**src/rtl/sdram_init.sv**
```systemverilog
// SDRAM power-up initialisation sequencer: waits for PLL lock, then issues
// PRECHARGE ALL, REFRESH_COUNT auto refreshes and LOAD MODE before handing over the bus.
module sdram_init #(
  parameter int unsigned WAIT_CYCLES   = 5000,
  parameter int unsigned T_RP          = 1,
  parameter int unsigned T_RFC         = 2,
  parameter int unsigned T_MRD         = 2,
  parameter int unsigned REFRESH_COUNT = 8,
  parameter logic [12:0] MODE_REG      = 13'h020
) (
  input  logic        clk,
  input  logic        rst_n,
  input  logic        pll_locked,
  output logic        cke,
  output logic        cs_n,
  output logic        ras_n,
  output logic        cas_n,
  output logic        we_n,
  output logic [1:0]  ba,
  output logic [12:0] addr,
  output logic        init_done
);

  typedef enum logic [3:0] {
    WAIT_LOCK, POWERUP, PRECHARGE, WAIT_RP, REFRESH,
    WAIT_RFC, LOAD_MODE, WAIT_MRD, DONE
  } state_t;

  localparam logic [3:0] CMD_DESEL = 4'b1111;
  localparam logic [3:0] CMD_NOP   = 4'b0111;
  localparam logic [3:0] CMD_PRE   = 4'b0010;
  localparam logic [3:0] CMD_REF   = 4'b0001;
  localparam logic [3:0] CMD_LMR   = 4'b0000;
  localparam logic [3:0] RC        = 4'(REFRESH_COUNT);

  state_t      state;
  logic [15:0] cnt;
  logic [3:0]  ref_cnt;
  logic [3:0]  cmd;
  logic        sync1;
  logic        lock_s;

  assign {cs_n, ras_n, cas_n, we_n} = cmd;

  always_ff @(posedge clk or negedge rst_n) begin
    if (!rst_n) begin
      sync1  <= 1'b0;
      lock_s <= 1'b0;
    end else begin
      sync1  <= pll_locked;
      lock_s <= sync1;
    end
  end

  // Outputs are loaded together with the state they belong to, so each
  // branch sets the bus for the state being entered; defaults give a NOP.
  always_ff @(posedge clk or negedge rst_n) begin
    if (!rst_n) begin
      state     <= WAIT_LOCK;
      cnt       <= '0;
      ref_cnt   <= '0;
      cke       <= 1'b0;
      cmd       <= CMD_DESEL;
      ba        <= '0;
      addr      <= '0;
      init_done <= 1'b0;
    end else begin
      cke       <= 1'b1;
      cmd       <= CMD_NOP;
      ba        <= '0;
      addr      <= '0;
      init_done <= 1'b0;
      if (!lock_s) begin
        state   <= WAIT_LOCK;
        cnt     <= '0;
        ref_cnt <= '0;
        cke     <= 1'b0;
        cmd     <= CMD_DESEL;
      end else begin
        case (state)
          WAIT_LOCK: begin
            state <= POWERUP;
            cnt   <= 16'(WAIT_CYCLES - 1);
          end
          POWERUP: begin
            if (cnt == '0) begin
              state <= PRECHARGE;
              cmd   <= CMD_PRE;
              addr  <= 13'h400;
            end else begin
              cnt <= cnt - 16'd1;
            end
          end
          PRECHARGE: begin
            state <= WAIT_RP;
            cnt   <= 16'(T_RP - 1);
          end
          WAIT_RP: begin
            if (cnt == '0) begin
              state   <= REFRESH;
              cmd     <= CMD_REF;
              ref_cnt <= ref_cnt + 4'd1;
            end else begin
              cnt <= cnt - 16'd1;
            end
          end
          REFRESH: begin
            state <= WAIT_RFC;
            cnt   <= 16'(T_RFC - 1);
          end
          WAIT_RFC: begin
            if (cnt != '0) begin
              cnt <= cnt - 16'd1;
            end else if (ref_cnt == RC) begin
              state <= LOAD_MODE;
              cmd   <= CMD_LMR;
              addr  <= MODE_REG;
            end else begin
              state   <= REFRESH;
              cmd     <= CMD_REF;
              ref_cnt <= ref_cnt + 4'd1;
            end
          end
          LOAD_MODE: begin
            state <= WAIT_MRD;
            cnt   <= 16'(T_MRD - 1);
          end
          WAIT_MRD: begin
            if (cnt == '0) begin
              state     <= DONE;
              init_done <= 1'b1;
            end else begin
              cnt <= cnt - 16'd1;
            end
          end
          DONE: init_done <= 1'b1;
          default: begin
            state <= WAIT_LOCK;
            cke   <= 1'b0;
            cmd   <= CMD_DESEL;
          end
        endcase
      end
    end
  end

endmodule

```
**config.mk**
```make
export PLATFORM = sky130hd
export DESIGN_NAME = sdram_init
export DESIGN_NICKNAME = d
export VERILOG_FILES = /design/src/rtl/sdram_init.sv
export SDC_FILE = /design/constraint.sdc
export NUM_CORES = 1
export LEC_CHECK = 0
export ABC_AREA = 0
export CORE_MARGIN = 3
export CORE_UTILIZATION = 55
export DETAILED_ROUTE_END_ITERATION = 8
export HOLD_SLACK_MARGIN = 0.15
export PLACE_DENSITY_LB_ADDON = 0.05
export REMOVE_ABC_BUFFERS = 1
export SLEW_MARGIN = 5
export SYNTH_ARGS = -nofsm -noshare
export SYNTH_HDL_FRONTEND = slang
export SYNTH_SLANG_ARGS = --single-unit
export TNS_END_PERCENT = 50
```
**constraint.sdc**
```tcl
create_clock -name clk -period 2.7 [get_ports clk]
set_input_delay 0.54 -clock clk [delete_from_list [all_inputs] [get_ports clk]]
set_output_delay 0.54 -clock clk [all_outputs]
set_load 0.03 [all_outputs]
```
Yosys cells after proc, flatten, opt, wreduce, memory -nomap -nowiden --
Cells that the tools add are included. W data, S select, Z words.
Storage, ports and cells: register bits 45, input port bits 3, output and inout port bits 21, logic and storage cells 72
Operators by class: add/subtract/negate cells 2, equal/unequal tests 19, muxes and demuxes 32, reductions and logical operators 10
Operators by type and width (number):
- $pmux W16 S5 | 1
- $mux W16 | 3
- $mux W4 | 10
- $pmux W4 S9 | 1
- $pmux W11 S2 | 1
- $ne A3 B3 Y1 const B | 7
- $eq A4 B3 Y1 const B | 4
- $logic_not A16 Y1 | 1
- $pmux W4 S4 | 1
- $reduce_bool A16 Y1 | 1
- $sub A16 B1 Y16 const B | 1
- $mux W13 | 1
- $mux W6 | 2
- $mux W11 | 1
- $mux W3 | 3
- $reduce_or A9 Y1 | 1
- $eq A4 B2 Y1 const B | 2
- $eq A4 B4 Y1 const B | 2
- $pmux W4 S2 | 1
- $ne A6 B3 Y1 const B | 1
- $reduce_or A6 Y1 | 1
- $mux W1 | 5
- $reduce_and A5 Y1 | 1
- $add A4 B1 Y4 const B | 1
- other kinds (10) | 10

Longest topological paths before layout --
Gate-level depths: netlist of run 1.
depth in word-level cells 5, depth in mapped cells 8, mapped depth without buffers 7

Least setup slack after synthesis of run 1 --
OpenSTA, ideal clock, no wires.
path kind reg2reg, start point register cnt[0], end point register cnt[14], arrival 1586 ps, slack 985 ps, stages on the path, launching flop included 9, buffers on the path 1, clock period less this slack 1715 ps, cell sequence dfrtp_1 > inv_1 > ha_1 > nor3b_1 > and2_1 > buf_2 > a31oi_1 > o21ai_0 > o21ai_0
On the way: longest elaborated chain between the ends 4, elaborated cells between the ends (all ways) 10
RTL lines:
- from (decl) | line 37 | logic [15:0] cnt;
- from (signal assigned) | line 83 | cnt <= 16'(WAIT_CYCLES - 1);
- from (signal assigned) | line 91 | cnt <= cnt - 16'd1;
- from (signal assigned) | line 96 | cnt <= 16'(T_RP - 1);
- $sub A16 B1 Y16
- $mux W16, on equally long branches
- $pmux W16 S5 | line 80 | case (state)
- $mux W16 | line 73 | if (!lock_s) begin
Several ways; a longest one is shown, not always the timed one. The select of a mux whose other input is x is not followed. A chain may end at the register's enable or synchronous reset.

Final worst setup path of run 1 --
start point register cnt[0], end point register cnt[15]
Same word-level chain as after synthesis.

==> reports/qor.yml, run 1 <==
status: "complete, no violations"
ys_ff_latch: 34
startpoint: "cnt[0]$_DFFE_PN0P_"
post_synth_inst_count: 220
mostFrequentLayoutCell: "dfrtp_1"
setup_viol: 0
vdd_ir_drop_max_v: 0.000388
firstDrtPassIters: 4
cpLargestDelayFamily: "simple AND/OR/NAND/NOR gates"
cts_buffers: 5
crit_path_start_kind: "register"
p_comb_share_pct: 27.5
intPower_uw: 821
ys_seq_area_share_pct: 43.5
layout.nets: 234
multi_input_area_um2: 950
root_buffer: "clkbuf_4"
cp.required_ns: 2.97
wirelength_um: 3790
drt_iter0_drc: 132
cp_max_fo: 11
dp_slack_ns: 0.584
start_util_pct: 58.0
worstSetupPathType: "register to register"
net-switching-power_uw: 466
whs_path_depth: 0
antenna_cells: 0
dp.cells: 266
drc_errors: 0
relSlewSlack_pct: 56.9
critPathCaptureType: "register"
final_cell_mix: "dfrtp_1 (30), nand2_1 (26), o21ai_0 (23), a21oi_1 (13), conb_1 (13)"
grt-ovfl-total: 0
antenna_left: 0
fmax_mhz: 466
place_hpwl_um: 2750
die_x_um: 65.8
syn_to_final_growth_pct: 5.73
skew_ns: 0.0142
clockPowerShare_pct: 22.8
viasPerCell: 5.54
hold_viol_final: 0
port_buffers: 10
crit_arrival_ns: 2.41
clk_pin_slew_ns: 0.10
cts-hold-fix-buffers: 0
r2r_setup_slack_ns: 0.55
yosysWarnings: 0
synth_top_area_cell: "dfrtp_1"
tightest_slew_ns: 0.642
drive_gt1_share_pct: 9.65
avgSynthCellArea_um2: 8.93
cts.path.max_buffers: 2
die_h_um: 65.8
grt_max_degree: 35
vias: 1517
io_pins: 24
cts.sinks: 34
cellPowerDensity_nw_per_um2: 619
yosys-top-cells-area: "dfrtp_1 (38%), o21ai_0 (5.9%), dfstp_2 (5.3%)"
wire_per_inst_um: 13.8
instances_no_fill: 274
grt_usage_pct: 20.5
netlist_area_um2: 1970
leakagePower_uw: 0.000903
holdCritStartpoint: "sync1$_DFF_PN0_"
clkLatencyLatePin_ns: 0.34
path_buf_inv: 2
synth_cell_types: 42
grt_pass1_wl_um: 6770
min_path_type: "register to register"
antenna_found_initial: 0
power_switching_share_pct: 36.2
tns_ns: 0
cts_resized: 0
min_period_ns: 2.15
r2r_start: "cnt[0]$_DFFE_PN0P_"
num_rows: 21
drv_slew: 0
slowest_stage: "dfrtp_1"
grt_pass1_vias: 1477
htreeDepth: 2
synth.top_cell.area_share_pct: 38.2
totalPowerFinal_uw: 1290
dieArea_um2: 4330
post_cts.repair.setup_buffers: 0
critical_path_depth: 8
cts_tree: "built"
regArea_um2: 856
nFillCells: 285
crit_chain: "inv_1 -> ha_1 -> nor4b_2 -> nand4_1 -> o21ai_0 -> buf_4 -> a21oi_1 -> o21ai_0"
max-cap-violations: 0
cpMostUsedCell: "o21ai_0"
routabilityCongestion: 0.892
power_frac_seq_pct: 49.7
core-area_um2: 3390
timing.final.crit_share_pct: 79.4
setup_ws_ns: 0.555
slowest_delay_ns: 0.43
worst_r2r_path_depth: 8
rsz0062_at_grt: "false"
-- final timing paths --
path | to
worst max register to register | cnt[15]$_DFFE_PN0P_
min in group asynchronous | cnt[15]$_DFFE_PN0P_
max in group asynchronous | cmd[0]$_DFF_PN1_
worst min register to register | lock_s$_DFF_PN0_
worst min-delay path | lock_s$_DFF_PN0_
worst max-delay path | cnt[15]$_DFFE_PN0P_
-- cells in the mapped netlist (all sizes together) --
| cell | instances |
|---|---|
| nor2b | 3 |
| a31oi | 5 |
| or2 | 2 |
| and2 | 7 |
| and4b | 1 |
| nand3 | 8 |
| nor3 | 6 |
| nor2 | 10 |
| or3 | 1 |
| xor2 | 1 |
| a21o | 4 |
| nor3b | 2 |
| o21a | 1 |
| nand3b | 3 |
| clkbuf | 5 |
| nand2 | 26 |
| a211o | 1 |
| o21ai | 23 |
| ha | 4 |
| nor4 | 6 |
| nand4 | 6 |
| inv | 11 |
| and4 | 1 |
| o31ai | 1 |
| nand2b | 3 |
| a21oi | 13 |
| o31a | 1 |
| mux2i | 2 |
| a21boi | 2 |
| dfstp | 4 |
| xnor2 | 5 |
| buf | 19 |
| dfrtp | 30 |
| nor4b | 2 |
| conb | 1 |
-- stage by stage --
| step | instance area (um2) | hold slack (ns) | util, % |
|---|---|---|---|
| after detailed placement | 2020 | 0.346 | 59.6 |
| after global routing | 2080 | 0.384 | 61.3 |
| after global placement | 2020 | 0.341 | 59.6 |
| after CTS | 2080 | 0.379 | 61.3 |
| after floorplan | 1850 | 0.244 | - |
| final | 2080 | 0.375 | 61.3 |
-- state kept, by name, summed over array words and instances, names as in the netlist --
| signal | cells |
|---|---|
| cnt | 16 |
| lock_s | 1 |
| ref_cnt | 4 |
| sync1 | 1 |
| addr | 2 |
| cmd | 4 |
| init_done | 1 |
| cke | 1 |
| state | 4 |
-- power groups by stage --
stage / combinational [uW] / sequential (uW) / clock, uW
2_1_floorplan: 260 / 639 / 0
3_3_place_gp: 345 / 645 / 0
3_5_place_dp: 349 / 647 / 0
4_1_cts: 352 / 638 / 304
5_1_grt: 402 / 650 / 324
6_report: 354 / 640 / 293
-- kinds of logic (layout without fill, tap and decap cells) --
family	Yosys count	count (layout)	share of synthesized area [%]
AOI/OAI and AO/OA	51	51	14.9
DFF	34	34	43.5
xor gates and xnor gates	6	6	2.67
buffers and inverters	35	31	10.4
muxes	2	2	1.02
other	1	13	0.191
and+or+nand+nor	87	87	24.7
adders and majority gates	4	4	2.55
-- area by class of cell --
type	count	share of cell area [%]
clock buffers	8	2.83
inverters	11	1.99
multi-input cells	163	45.7
flip-flops and latches	34	41.2
well taps	46	2.77
repair buffers	12	5.54
-- per-layer routing --
| metal | global-route usage [%] | vias to the layer above | wire [um] |
|---|---|---|---|
| li1 | - | 745 | - |
| met1 | 28.1 | 724 | 1820 |
| met2 | 30.8 | 43 | 1690 |
| met3 | 4.76 | 5 | 240 |
| met4 | 9.33 | 0 | 42 |
| met5 | 0 | - | 0 |
Power figures use the tool's default switching activity.
==> inputs of run 2 (changes only) <==
- CORE_UTILIZATION: 55 -> 50
- clock period: 2.7 -> 1.9 ns (I/O delays scaled with it)
==> run 2 against run 1 <==
Net effect: critical path depth shrank 7; sequential cell count is the same; largest cell class unchanged; largest power group unchanged; non-clock buffer count grew 19; highest routed layer unchanged; sequential share of layout area shrank 3.7 points.
==> reports/qor.yml, run 2 (synthesis results as in run 1) <==
clk_pin_slew_ns: 0.07
num_rows: 22
whs_path_depth: 0
antenna_left: 0
cts.path.max_buffers: 2
use_met1_pct: 27.7
regMostFlops: "cnt"
whs_endpoint: "lock_s$_DFF_PN0_"
grt_use_met2_pct: 30.0
mostFrequentLayoutCell: "dfrtp_1"
met3_usage_pct: 5.83
dieArea_um2: 4720
cp_max_fo: 1
r2r_start: "cnt[1]$_DFFE_PN0P_"
cts.sinks: 34
busiest_layer: "met2"
drc_errors: 0
htreeDepth: 2
viasPerCell: 5.34
r2r_end: "ref_cnt[2]$_DFFE_PN0P_"
port_buffers: 10
layout.nets: 253
min_path_type: "register to register"
critPathCaptureType: "primary output"
cp.required_ns: 1.52
grt-ovfl-total: 0
min_period_ns: 1.85
wire_per_inst_um: 13.7
die_h_um: 68.7
firstDrtPassIters: 4
antenna_cells: 0
r2r_setup_slack_ns: 0.09
leakagePower_uw: 0.00102
dpl-instance-area_um2: 2150
status: "complete, no violations"
rsz0062_at_grt: "true"
io_pins: 24
clkLatencyLatePin_ns: 0.29
path_buf_inv: 1
cts_buffers: 5
slowest_delay_ns: 0.66
root_buffer: "clkbuf_8"
drive_gt1_share_pct: 19.4
vdd_ir_drop_max_v: 0.000475
slowest_stage: "clkdlybuf4s50_1"
crit_chain: "clkdlybuf4s50_1"
fin_util_pct: 61.5
drt_iter0_drc: 88
fin_area_um2: 2290
instances_no_fill: 295
hold_viol_final: 0
cellPowerDensity_nw_per_um2: 916
crit_path_start_kind: "register"
core-area_um2: 3720
wirelength_um: 4050
cts_tree: "built"
cpLargestDelayFamily: "buffers and inverters"
skew_ns: 0.00617
grt_pass1_wl_um: 6970
syn_to_final_growth_pct: 16.3
place_hpwl_um: 2980
fin_hold_ws_ns: 0.354
setup_viol: 0
largest_reg_flops: 16
grt_max_degree: 35
max-cap-violations: 0
final_cell_mix: "dfrtp_1 (29), nand2_1 (25), o21ai_0 (22), buf_4 (20)"
grt_pass1_vias: 1465
dp.cells: 285
drv_slew: 0
vias: 1575
start_util_pct: 52.9
timing.final.crit_share_pct: 97.6
routabilityCongestion: 0.892
die_x_um: 68.7
worstSetupPathType: "register to primary output"
crit_arrival_ns: 1.47
antenna_found_initial: 0
fmax_mhz: 539
grt_usage_pct: 20.0
worst_r2r_path_depth: 8
holdCritStartpoint: "sync1$_DFF_PN0_"
==> run 2: changes by cell type in the layout (fill, tap and decap cells not counted), moves of 2 or more <==
| cell | change |
|---|---|
| clkbuf_4 | -5 |
| buf_4 | +18 |
| inv_1 | -2 |
| clkbuf_8 | +5 |
| inv_2 | +2 |
==> run 2: through the flow <==
stage	total power (uW)	TNS [ns]	setup slack (ns)
detailed placement	1530	-0.00131	-0.00131
global placement	1520	0	0.120
floorplan	1280	-2.87	-0.319
CTS	2100	0	0.0235
finish	2090	0	0.0463
global route	2260	-0.0339	-0.0339
==> run 2: per-layer routing <==
metal	routed length [um]	share of wire, %
met5	0	0
met4	46	1.1
met3	230	5.7
met2	1810	45
met1	1960	48
==> run 2: worst max-delay path by stage <==
stage	startpoint	slack, ns	depth (start not counted)	end
finish	cmd[3]$_DFF_PN1_	0.05	1	cs_n
global route	cnt[1]$_DFFE_PN0P_	-0.03	8	ref_cnt[2]$_DFFE_PN0P_
CTS	cnt[0]$_DFFE_PN0P_	0.02	8	ref_cnt[2]$_DFFE_PN0P_
detailed placement	cnt[0]$_DFFE_PN0P_	-0.001	8	ref_cnt[2]$_DFFE_PN0P_
global placement	cnt[0]$_DFFE_PN0P_	0.12	8	cnt[15]$_DFFE_PN0P_
floorplan	cnt[0]$_DFFE_PN0P_	-0.32	7	cnt[13]$_DFFE_PN0P_
==> run 2: report_power, final <==
part	switching, uW	internal (uW)
logic	369	296
registers	82.7	798
clock network	257	292
==> run 2: final cells by class <==
cell class / count / area [um2]
clock buffer: 7 / 86.3
clock inverter: 1 / 5.00
fill: 339 / 1430
inverter: 11 / 41.3
multi-input combinational: 163 / 975
sequential: 34 / 857
tap: 48 / 60.1
timing repair buffer: 31 / 262
==> run 2: repair_timing <==
item	in CTS	in global routing
gates resized for setup	0	10
pin swaps	1	4
setup endpoints to repair	2	18
buffers inserted	1	1
hold buffers	0	0
==> inputs of run 3 (changes only) <==
- MAX_ROUTING_LAYER: default -> met4
- RECOVER_POWER: default -> 25
==> run 3 against run 2 <==
Net effect: global-route usage increased by 1.4 points; critical path type is now register to register; sequential share of layout area down 0.26 points; cell count increased by 0.68%; sequential cell count did not move.
==> reports/qor.yml, run 3 (synthesis results as in run 1) <==
setup_viol: 0
num_rows: 22
grt_max_degree: 35
r2r_end: "ref_cnt[0]$_DFFE_PN0P_"
whs_path_depth: 0
cts_tree: "built"
grt_pass1_vias: 1538
regArea_um2: 856
core-area_um2: 3720
min_period_ns: 1.86
status: "complete, no violations"
leakagePower_uw: 0.00103
r2r_start: "cnt[8]$_DFFE_PN0P_"
relSlewSlack_pct: 43.5
crit_arrival_ns: 2.04
critPathCaptureType: "register"
fin_util_pct: 61.9
skew_ns: 0.00730
fmax_mhz: 536
worst_r2r_path_depth: 6
totalPowerFinal_uw: 2080
place_hpwl_um: 2990
mostFrequentLayoutCell: "dfrtp_1"
viasPerCell: 5.39
clkLatencyLatePin_ns: 0.29
htreeDepth: 2
holdCritStartpoint: "sync1$_DFF_PN0_"
regMostFlops: "cnt"
syn_to_final_growth_pct: 16.9
cts_buffers: 5
start_util_pct: 52.9
max-cap-violations: 0
drt_iter0_drc: 125
rsz0062_at_grt: "true"
routabilityCongestion: 0.923
vdd_ir_drop_max_v: 0.000537
layout.nets: 255
fin_hold_ws_ns: 0.353
die_x_um: 68.7
whs_endpoint: "lock_s$_DFF_PN0_"
cellPowerDensity_nw_per_um2: 907
cts-hold-fix-buffers: 0
antenna_found_initial: 0
drive_gt1_share_pct: 20.5
nFillCells: 331
tightest_slew_ns: 0.847
wirelength_um: 4180
wire_per_inst_um: 14.1
final_cell_mix: "dfrtp_1 (30), nand2_1 (26), o21ai_0 (20), buf_4 (20)"
crit_path_start_kind: "register"
timing.final.crit_share_pct: 98.1
worstSetupPathType: "register to register"
antenna_left: 0
grt_pass1_wl_um: 7260
tns_ns: 0
largest_reg_flops: 16
drv_slew: 0
vias: 1602
cp_max_fo: 5
grt_usage_pct: 21.4
r2r_setup_slack_ns: 0.04
firstDrtPassIters: 4
multi_input_area_um2: 987
dieArea_um2: 4720
min_path_type: "register to register"
root_buffer: "clkbuf_8"
hold_viol_final: 0
clk_pin_slew_ns: 0.07
cts.sinks: 34
io_pins: 24
cts.path.max_buffers: 2
cp.required_ns: 2.07
grt-ovfl-total: 0
port_buffers: 10
antenna_cells: 0
die_h_um: 68.7
drc_errors: 0
run 3: stage by stage:
step,instance area (um2),instances,worst slack (ns)
after floorplan,1850,208,-0.319
after global placement,2140,284,0.121
after detailed placement,2140,284,0.0269
after CTS,2230,293,0.00337
after global routing,2300,297,-0.00539
final,2300,297,0.0354
run 3: layout make-up:
| class | count | area share [%] |
|---|---|---|
| timing repair buffer | 33 | 11.8 |
| sequential | 34 | 37.2 |
| clock inverter | 2 | 0.435 |
| tap | 48 | 2.61 |
| multi-input combinational | 163 | 43.0 |
| inverter | 11 | 1.80 |
| clock buffer | 6 | 3.16 |
run 3: worst max path at each step:
| stage | slack, ns | end | from | depth (start not counted) |
|---|---|---|---|---|
| after floorplan | -0.32 | cnt[13]$_DFFE_PN0P_ | cnt[0]$_DFFE_PN0P_ | 7 |
| after global placement | 0.12 | addr[5]$_DFF_PN0_ | cnt[13]$_DFFE_PN0P_ | 4 |
| after detailed placement | 0.03 | ref_cnt[0]$_DFFE_PN0P_ | cnt[1]$_DFFE_PN0P_ | 8 |
| after CTS | 0.003 | ref_cnt[0]$_DFFE_PN0P_ | cnt[1]$_DFFE_PN0P_ | 8 |
| after global routing | -0.005 | cnt[13]$_DFFE_PN0P_ | cnt[1]$_DFFE_PN0P_ | 9 |
| final | 0.04 | ref_cnt[0]$_DFFE_PN0P_ | cnt[8]$_DFFE_PN0P_ | 6 |
run 3: what timing repair did:
item / 4_1_cts / 5_1_grt
setup endpoints to repair: 1 / 20
setup buffers: 1 / 3
cloned: 0 / 1
pin swaps: 1 / 4
resized for setup: 0 / 13
run 3: worst max-delay path, stage by stage, from the launching register on:
cell     delay (ns)
dfrtp_1        0.44
nor4_1         0.40
nand4_1        0.23
buf_6          0.19
nor3b_4        0.24
xnor2_1        0.10
and2_1         0.14
run 3: layer usage:
layer | vias up | GRT usage, % | part of all wire [%]
met5 | - | - | 0
met4 | 0 | 8.03 | 1.6
met3 | 6 | 5.19 | 5.1
met2 | 43 | 30.8 | 45
met1 | 763 | 29.2 | 48
li1 | 790 | - | -
run 3: where the power goes:
| group | total (uW) | switching [uW] | internal, uW |
|---|---|---|---|
| clock network | 515 | 261 | 254 |
| registers | 886 | 88.8 | 797 |
| logic | 683 | 380 | 303 |
